**config.mk**
```make
export PLATFORM = sky130hd
export DESIGN_NAME = writeback_stage
export DESIGN_NICKNAME = d
export VERILOG_FILES = /design/src/rtl/writeback_stage.sv
export SDC_FILE = /design/constraint.sdc
export NUM_CORES = 1
export LEC_CHECK = 0
export ABC_AREA = 1
export BUFFER_PORTS_ARGS = -buffer_cell sky130_fd_sc_hd__buf_4
export CAP_MARGIN = 20
export CORE_MARGIN = 2
export CORE_UTILIZATION = 54
export DETAILED_ROUTE_END_ITERATION = 7
export GPL_TIMING_DRIVEN = 1
export PLACE_DENSITY = 0.83
export SKIP_CTS_REPAIR_TIMING = 1
export SLEW_MARGIN = 15
export SYNTH_ARGS = -nofsm -noshare
export SYNTH_HDL_FRONTEND = slang
export SYNTH_SLANG_ARGS = --single-unit
```
**constraint.sdc**
```tcl
create_clock -name clk_i -period 2.4 [get_ports clk_i]
set_input_delay 0.24 -clock clk_i [delete_from_list [all_inputs] [get_ports clk_i]]
set_output_delay 0.24 -clock clk_i [all_outputs]
set_load 0.01 [all_outputs]
```
**src/rtl/writeback_stage.sv**
```systemverilog
// Writeback arbiter: merges a no-backpressure pipeline result stream with a buffered
// long-unit result stream into one registered register-file write port, plus a busy scoreboard.
module writeback_stage #(
  parameter int DATA_W   = 16,
  parameter int ADDR_W   = 3,
  parameter int LU_DEPTH = 2
) (
  input  logic                   clk_i,
  input  logic                   rst_i,
  input  logic                   pipe_valid_i,
  input  logic [ADDR_W-1:0]      pipe_addr_i,
  input  logic [DATA_W-1:0]      pipe_data_i,
  input  logic                   lu_valid_i,
  input  logic [ADDR_W-1:0]      lu_addr_i,
  input  logic [DATA_W-1:0]      lu_data_i,
  output logic                   lu_ready_o,
  input  logic                   issue_valid_i,
  input  logic [ADDR_W-1:0]      issue_addr_i,
  input  logic [ADDR_W-1:0]      chk_addr1_i,
  input  logic [ADDR_W-1:0]      chk_addr2_i,
  output logic                   stall_o,
  output logic                   write_en_o,
  output logic [ADDR_W-1:0]      write_addr_o,
  output logic [DATA_W-1:0]      write_data_o,
  output logic [(1<<ADDR_W)-1:0] busy_o,
  output logic                   waw_err_o
);

  localparam int NREG  = 1 << ADDR_W;
  localparam int PTR_W = (LU_DEPTH > 1) ? $clog2(LU_DEPTH) : 1;
  localparam int CNT_W = $clog2(LU_DEPTH + 1);

  logic [ADDR_W-1:0] buf_addr [LU_DEPTH];
  logic [DATA_W-1:0] buf_data [LU_DEPTH];
  logic [PTR_W-1:0]  rd_ptr;
  logic [PTR_W-1:0]  wr_ptr;
  logic [CNT_W-1:0]  count;
  logic              wb_is_lu;
  logic [NREG-1:0]   busy;
  logic [NREG-1:0]   busy_nxt;

  logic pipe_sel;
  logic lu_keep;
  logic buf_empty;
  logic do_pop;
  logic do_bypass;
  logic do_push;

  function automatic logic [PTR_W-1:0] ptr_inc(input logic [PTR_W-1:0] p);
    return (p == PTR_W'(LU_DEPTH - 1)) ? '0 : p + PTR_W'(1);
  endfunction

  assign lu_ready_o = (count < CNT_W'(LU_DEPTH));
  assign buf_empty  = (count == '0);
  assign pipe_sel   = pipe_valid_i && (pipe_addr_i != '0);
  assign lu_keep    = lu_valid_i && lu_ready_o && (lu_addr_i != '0);
  assign do_pop     = !pipe_sel && !buf_empty;
  assign do_bypass  = !pipe_sel && buf_empty && lu_keep;
  assign do_push    = lu_keep && !do_bypass;

  assign busy_o  = busy;
  assign stall_o = busy[chk_addr1_i] | busy[chk_addr2_i] | (issue_valid_i & busy[issue_addr_i]);

  // Clear from the long-unit write currently on the port, then apply issue so set wins.
  always_comb begin
    busy_nxt = busy;
    if (write_en_o && wb_is_lu) busy_nxt[write_addr_o] = 1'b0;
    if (issue_valid_i && (issue_addr_i != '0)) busy_nxt[issue_addr_i] = 1'b1;
    busy_nxt[0] = 1'b0;
  end

  always_ff @(posedge clk_i) begin
    if (do_push) begin
      buf_addr[wr_ptr] <= lu_addr_i;
      buf_data[wr_ptr] <= lu_data_i;
    end
  end

  always_ff @(posedge clk_i) begin
    if (rst_i) begin
      write_en_o   <= 1'b0;
      write_addr_o <= '0;
      write_data_o <= '0;
      wb_is_lu     <= 1'b0;
      waw_err_o    <= 1'b0;
      busy         <= '0;
      rd_ptr       <= '0;
      wr_ptr       <= '0;
      count        <= '0;
    end else begin
      busy <= busy_nxt;
      if (pipe_sel) begin
        write_en_o   <= 1'b1;
        write_addr_o <= pipe_addr_i;
        write_data_o <= pipe_data_i;
        wb_is_lu     <= 1'b0;
        if (busy[pipe_addr_i]) waw_err_o <= 1'b1;
      end else if (do_pop) begin
        write_en_o   <= 1'b1;
        write_addr_o <= buf_addr[rd_ptr];
        write_data_o <= buf_data[rd_ptr];
        wb_is_lu     <= 1'b1;
      end else if (do_bypass) begin
        write_en_o   <= 1'b1;
        write_addr_o <= lu_addr_i;
        write_data_o <= lu_data_i;
        wb_is_lu     <= 1'b1;
      end else begin
        write_en_o <= 1'b0;
        wb_is_lu   <= 1'b0;
      end
      if (do_pop)  rd_ptr <= ptr_inc(rd_ptr);
      if (do_push) wr_ptr <= ptr_inc(wr_ptr);
      case ({do_push, do_pop})
        2'b10:   count <= count + CNT_W'(1);
        2'b01:   count <= count - CNT_W'(1);
        default: count <= count;
      endcase
    end
  end

endmodule

```
==> metrics, run 1 <==
status complete, but fails checks; failing checks DRC; CTS Root Cell clkbuf_8; fillcell total 516; synthesized area per cell 7.56 sq um; Slew Limit Fails 0; Tightest Pin Transition 0.618 ns; layout cell share with drive strength beyond 1 19.3%; Fmax 0.536 GHz; part of the cycle the worst path needs 77.8%; CTS Sinks 72; Net Sw Frac 34.5%; Inserted Clock Buffers 9; fin area 4520 sq um; GRT Util Overall 27.0%; total of max-cap violations 0; Residual DRC 5; dpl cells 626; largest net degree at the start of global routing 20; RSZ-0062 raised after global routing false; Routed WL per cell 14.6 um; final core occ 70.3%; initial antenna violation count 0; part of the power in registers 39.4%; clock power share 27.2%; global-route wire length before repair 15400 um; clk buf depth 2; FF+latch count, synth 72; Post-Syn Area 3620 sq um; post-synth cell types 25; Initial DRC Count 353; Max transition margin 58.6%; vias in the first global route 3258; dpl hpwl 6630 um; die extent in x 85.9 um; Die Area 7370 sq um; pwr dens 933 nW/um^2; Yosys top cell area share 31.5%; Syn Inst Count 479; most frequent cells in the layout nand2_1, buf_4, nor2_1; Worst-Skew Late Latency 0.35 ns; Area Overhead vs Synth 24.8%; TritonCTS clock tree built; Die Ht 85.9 um; Mapped Nets 532; Placer Congestion 0.964; sequential fraction of the synthesis area 50.3%; TNS Setup 0 ns; Post-DP Area 4280 sq um; Max FO, Critical Path 10; critical path class flop to flop; IR drop worst, VDD 0.000581 V; Critical Path Sink Type flop; hold crit path type primary input to flop; htree depth 3; Gate power share 33.4%; first-pass detailed-route iteration total 8; Internal 2.76 mW; Yosys warning count 0; Post-Route Skew 0.00568 ns; Port Buf Inserts 81; Final Critical Period 1.87 ns; Vias/cell 5.37; Layout Nets 613; Final Hold Fails 0; Final ANT Viol Nets 0; Tot Pwr 4.21 mW; worst path required time 2.64 ns; NetSw 1.45 mW; clk slew on worst S/H paths 0.08 ns; Critical Path Start Type flop; Starting Density 56.4%; I/O pin count 83; final setup fails 0; Final Non-Filler Cells 642; global route total overflow 0; Synth area leaders edfxtp_1, dfxtp_1, nand2_1; row count 29; Worst Path Arrival 2.11 ns; Synth area leader edfxtp_1; most common cell after layout, fill and taps aside nand2_1; leakage power 2.28 nW; Diodes inserted 0; Routed WL 9400 um; via count 3449; Core ar. 6420 sq um
## registers in the layout (all words and copies together) (netlist names), 2 cells and up, named ones only
register      cells
buf_addr          6
write_addr_o      3
busy_o            7
write_data_o     16
buf_data         32
count             2
## through the flow
step                      worst slack, ns  hold WS [ns]
after CTS                           0.599        0.0679
after global routing                0.406        0.0657
after floorplan                     0.412         0.339
after global placement              0.443         0.437
final                               0.533        0.0790
after detailed placement            0.327         0.437
## power groups by stage
stage	logic, mW	registers [mW]	clock network (mW)
4_1_cts	1.40	1.65	1.15
5_1_grt	1.57	1.68	1.21
6_report	1.41	1.66	1.15
3_5_place_dp	1.38	1.68	0
3_3_place_gp	1.34	1.67	0
2_1_floorplan	0.827	1.71	0
## worst paths after layout
path,from,to,slack [ns],cells after the start
worst max-delay path,count[0]$_SDFFE_PP0P_,count[1]$_SDFFE_PP0P_,0.53,9
worst max register to register,count[0]$_SDFFE_PP0P_,count[1]$_SDFFE_PP0P_,0.53,9
worst min-delay path,lu_data_i[12],buf_data[0][12]$_DFFE_PP_,0.08,1
worst min register to register,write_data_o[12]$_SDFFE_PP0P_,write_data_o[12]$_SDFFE_PP0P_,0.45,2
## routing by layer
metal / vias up / wire (um) / track usage (%) / share of wire [%]
met5: - / 0 / 0 / 0
met4: 0 / 207 / 11.0 / 2.2
met3: 27 / 827 / 5.00 / 8.8
met2: 179 / 4560 / 44.7 / 49
met1: 1569 / 3800 / 34.9 / 40
li1: 1674 / - / - / -
## critical path, stage by stage (launching register included)
cell and delay [ns]:
dfxtp_1 0.36, nor2_2 0.11, inv_1 0.06, nand2_1 0.27, inv_1 0.10, ha_1 0.32
a21oi_1 0.16, o21ai_0 0.15, o21ai_0 0.18, a21oi_1 0.05
## cells in the mapped netlist
cell type,n
nand2_1,170
nor2_1,58
inv_1,55
nand3_1,44
edfxtp_1,38
dfxtp_1,34
o21ai_0,17
nand3b_1,14
a21oi_1,12
buf_2,7
clkbuf_1,6
nand4_1,4
buf_4,3
buf_6,3
nand2_4,2
nor2_4,2
o211ai_1,2
clkinv_1,1
conb_1,1
ha_1,1
nand3_4,1
nor2_2,1
o31ai_1,1
or2_2,1
xor2_1,1
## cells by family after synthesis
group           synth area share, %
simple gates                   35.4
xor+xnor                      0.242
compound gates                 4.63
fa+ha+maj                     0.346
flops                          50.3
buf+inv                        8.95
other cells                   0.104
## area by class of cell
type                       count  area (sq um)  area share [%]
clock buffer                  10           128            2.83
clock inverter                 6           106            2.35
inverter                      56           210            4.65
multi-input combinational    332          1470            32.6
sequential                    72          1820            40.3
tap                           77          96.3            2.13
timing repair buffer          89           681            15.1
Power figures use the tool's default switching activity.
==> run 2: changes to the inputs <==
--- a/config.mk
+++ b/config.mk
@@ -9,10 +9,10 @@
 export BUFFER_PORTS_ARGS = -buffer_cell sky130_fd_sc_hd__buf_4
 export CAP_MARGIN = 20
 export CORE_MARGIN = 2
-export CORE_UTILIZATION = 54
+export CORE_UTILIZATION = 49
 export DETAILED_ROUTE_END_ITERATION = 7
 export GPL_TIMING_DRIVEN = 1
-export PLACE_DENSITY = 0.83
+export PLACE_DENSITY = 0.79
 export SKIP_CTS_REPAIR_TIMING = 1
 export SLEW_MARGIN = 15
 export SYNTH_ARGS = -nofsm -noshare
==> constraint.sdc (replaced) <==
create_clock -name clk_i -period 1.6 [get_ports clk_i]
set_input_delay 0.16 -clock clk_i [delete_from_list [all_inputs] [get_ports clk_i]]
set_output_delay 0.16 -clock clk_i [all_outputs]
set_load 0.01 [all_outputs]
==> run 2 against run 1 <==
Via count up 0.90%. Flip-flop and latch count unchanged. Critical path type unchanged. The flow now finishes without violations. Utilization down 3.3 points. Clock power up 20%. Sequential power up 50%. Clock skew up 0.0053 ns. Fmax up 22%. Register-to-register slack worse by 0.46 ns. Non-clock buffer count up 28. Sequential share of layout area down 2.3 points. Cell count up 7.8%. Die area up 9.7%.
==> metrics, run 2 (synthesis gave the netlist of run 1 again) <==
reg2reg path depth 8; Post-Route Skew 0.0110 ns; fillcell total 610; most frequent cells in the layout nand2_1, buf_4, nor2_1; part of the cycle the worst path needs 95.4%; Critical-path top delay cell dfxtp_1; GRT Util Overall 23.7%; Final Critical Period 1.53 ns; hold slack 0.0162 ns; worst path required time 1.82 ns; Hold Path Cell Cnt 1; TritonCTS clock tree built; via count 3480; Routed WL per cell 13.8 um; Max FO, Critical Path 6; final setup fails 0; clk buf depth 2; status completed; first-pass detailed-route iteration total 5; Top delay family on crit path simple AND/OR/NAND/NOR gates; layout cell share with drive strength beyond 1 24.3%; Placer Congestion 0.809; Diodes inserted 0; Fmax 0.655 GHz; global route total overflow 0; Area Overhead vs Synth 33.7%; Slew Limit Fails 0; Vias/cell 5.03; r2r startpoint count[1]$_SDFFE_PP0P_; TNS Setup 0 ns; row count 31; Post-DP Area 4430 sq um; Die Ht 90.0 um; leakage power 2.39 nW; fin area 4840 sq um; Biggest register buf_data; Worst Min Path Start lu_data_i[3]; post-place setup slack -0.0259 ns; IR drop worst, VDD 0.000784 V; total of max-cap violations 0; die extent in x 90.0 um; Die Area 8090 sq um; initial antenna violation count 0; CP peak stage delay 0.35 ns; Core ar. 7210 sq um; vias in the first global route 3383; Final ANT Viol Nets 0; CTS Sinks 72; reg2reg end count[1]$_SDFFE_PP0P_; htree depth 3; dpl hpwl 6480 um; Final Hold Fails 0; critical path class flop to flop; clk slew on worst S/H paths 0.07 ns; Starting Density 50.2%; most common cell after layout, fill and taps aside nand2_1; Routed WL 9550 um; CTS Root Cell clkbuf_8; Port Buf Inserts 81; CP bufs+invs 0; RSZ-0062 raised after global routing true; Critical Path Start Type flop; Inserted Clock Buffers 9; setup ws final 0.0731 ns; pwr dens 1280 nW/um^2; Critical Path Sink Type flop; worst path cell trace nor2_4, nand2_1, nand2_2, ha_4, a21oi_1, o21ai_0, o21ai_1, a21oi_1; flip-flop count of the largest register after layout 32; global-route wire length before repair 15400 um; reg-to-reg setup timing slack 0.07 ns; I/O pin count 83; largest net degree at the start of global routing 25; hold crit path type primary input to flop; Residual DRC 0; Initial DRC Count 209; Layout Nets 641; Worst Path Arrival 1.75 ns; most frequent CP cell a21oi_1; Hold EP buf_data[0][3]$_DFFE_PP_; Worst-Skew Late Latency 0.34 ns
run 2: changes by cell type in the layout (fill, tap and decap cells not counted), moves of 4 or more:
| cell | before | now |
|---|---|---|
| dlygate4sd3_1 | 0 | 14 |
| inv_1 | 55 | 49 |
| nand2_1 | 170 | 166 |
| nand2_2 | 0 | 4 |
| dfxtp_2 | 0 | 5 |
| buf_4 | 88 | 98 |
| dfxtp_1 | 34 | 26 |
run 2: how the worst max path moves through the flow:
stage                     startpoint                        to  slack, ns  cells after the start
2_1_floorplan  count[1]$_SDFFE_PP0P_  buf_addr[0][0]$_DFFE_PP_      -0.06                      5
3_3_place_gp          pipe_addr_i[1]     count[1]$_SDFFE_PP0P_       0.07                     11
3_5_place_dp          pipe_addr_i[1]     count[1]$_SDFFE_PP0P_      -0.03                     11
4_1_cts         busy_o[7]$_SDFF_PP0_                   stall_o      -0.03                      9
5_1_grt         busy_o[3]$_SDFF_PP0_                   stall_o      -0.02                      8
6_report       count[1]$_SDFFE_PP0P_     count[1]$_SDFFE_PP0P_       0.07                      8
run 2: report_power, final:
| part | switching [mW] | leakage, nW | total, mW | internal (mW) |
|---|---|---|---|---|
| clock | 0.661 | 0.0876 | 1.38 | 0.721 |
| combinational | 1.37 | 1.67 | 2.33 | 0.958 |
| sequential | 0.182 | 0.634 | 2.49 | 2.31 |
| total | 2.21 | 2.39 | 6.19 | 3.98 |
run 2: area by class of cell:
class                      instances  area [sq um]  area share, %
clock buffer                      13           139           2.87
clock inverter                     3          42.5          0.879
inverter                          56           221           4.58
multi-input combinational        332          1510           31.3
sequential                        72          1840           38.0
tap                               99           124           2.56
timing repair buffer             117           958           19.8
run 2: worst register-to-register path: cells and delay by family (launching register included):
kind	cells	cell delay (ns)
AO/OA/AOI/OAI	4	0.41
adder cells (fa/ha/maj)	1	0.21
flip-flops	1	0.35
AND/OR/NAND/NOR	3	0.44
run 2: metal layers:
metal | share of wire [%] | track usage, % | up-vias
met4 | 2.8 | 12.2 | 0
met3 | 6.9 | 4.69 | 26
met1 | 41 | 28.9 | 1599
met2 | 50 | 40.1 | 124
met5 | 0 | 0 | -
li1 | - | - | 1731
run 2: through the flow:
stage | utilization, % | cells | total power, mW
2_1_floorplan | - | 479 | 3.84
3_3_place_gp | 61.3 | 658 | 4.65
3_5_place_dp | 61.3 | 658 | 4.73
4_1_cts | 63.9 | 674 | 6.11
5_1_grt | 67.1 | 692 | 6.58
6_report | 67.1 | 692 | 6.19
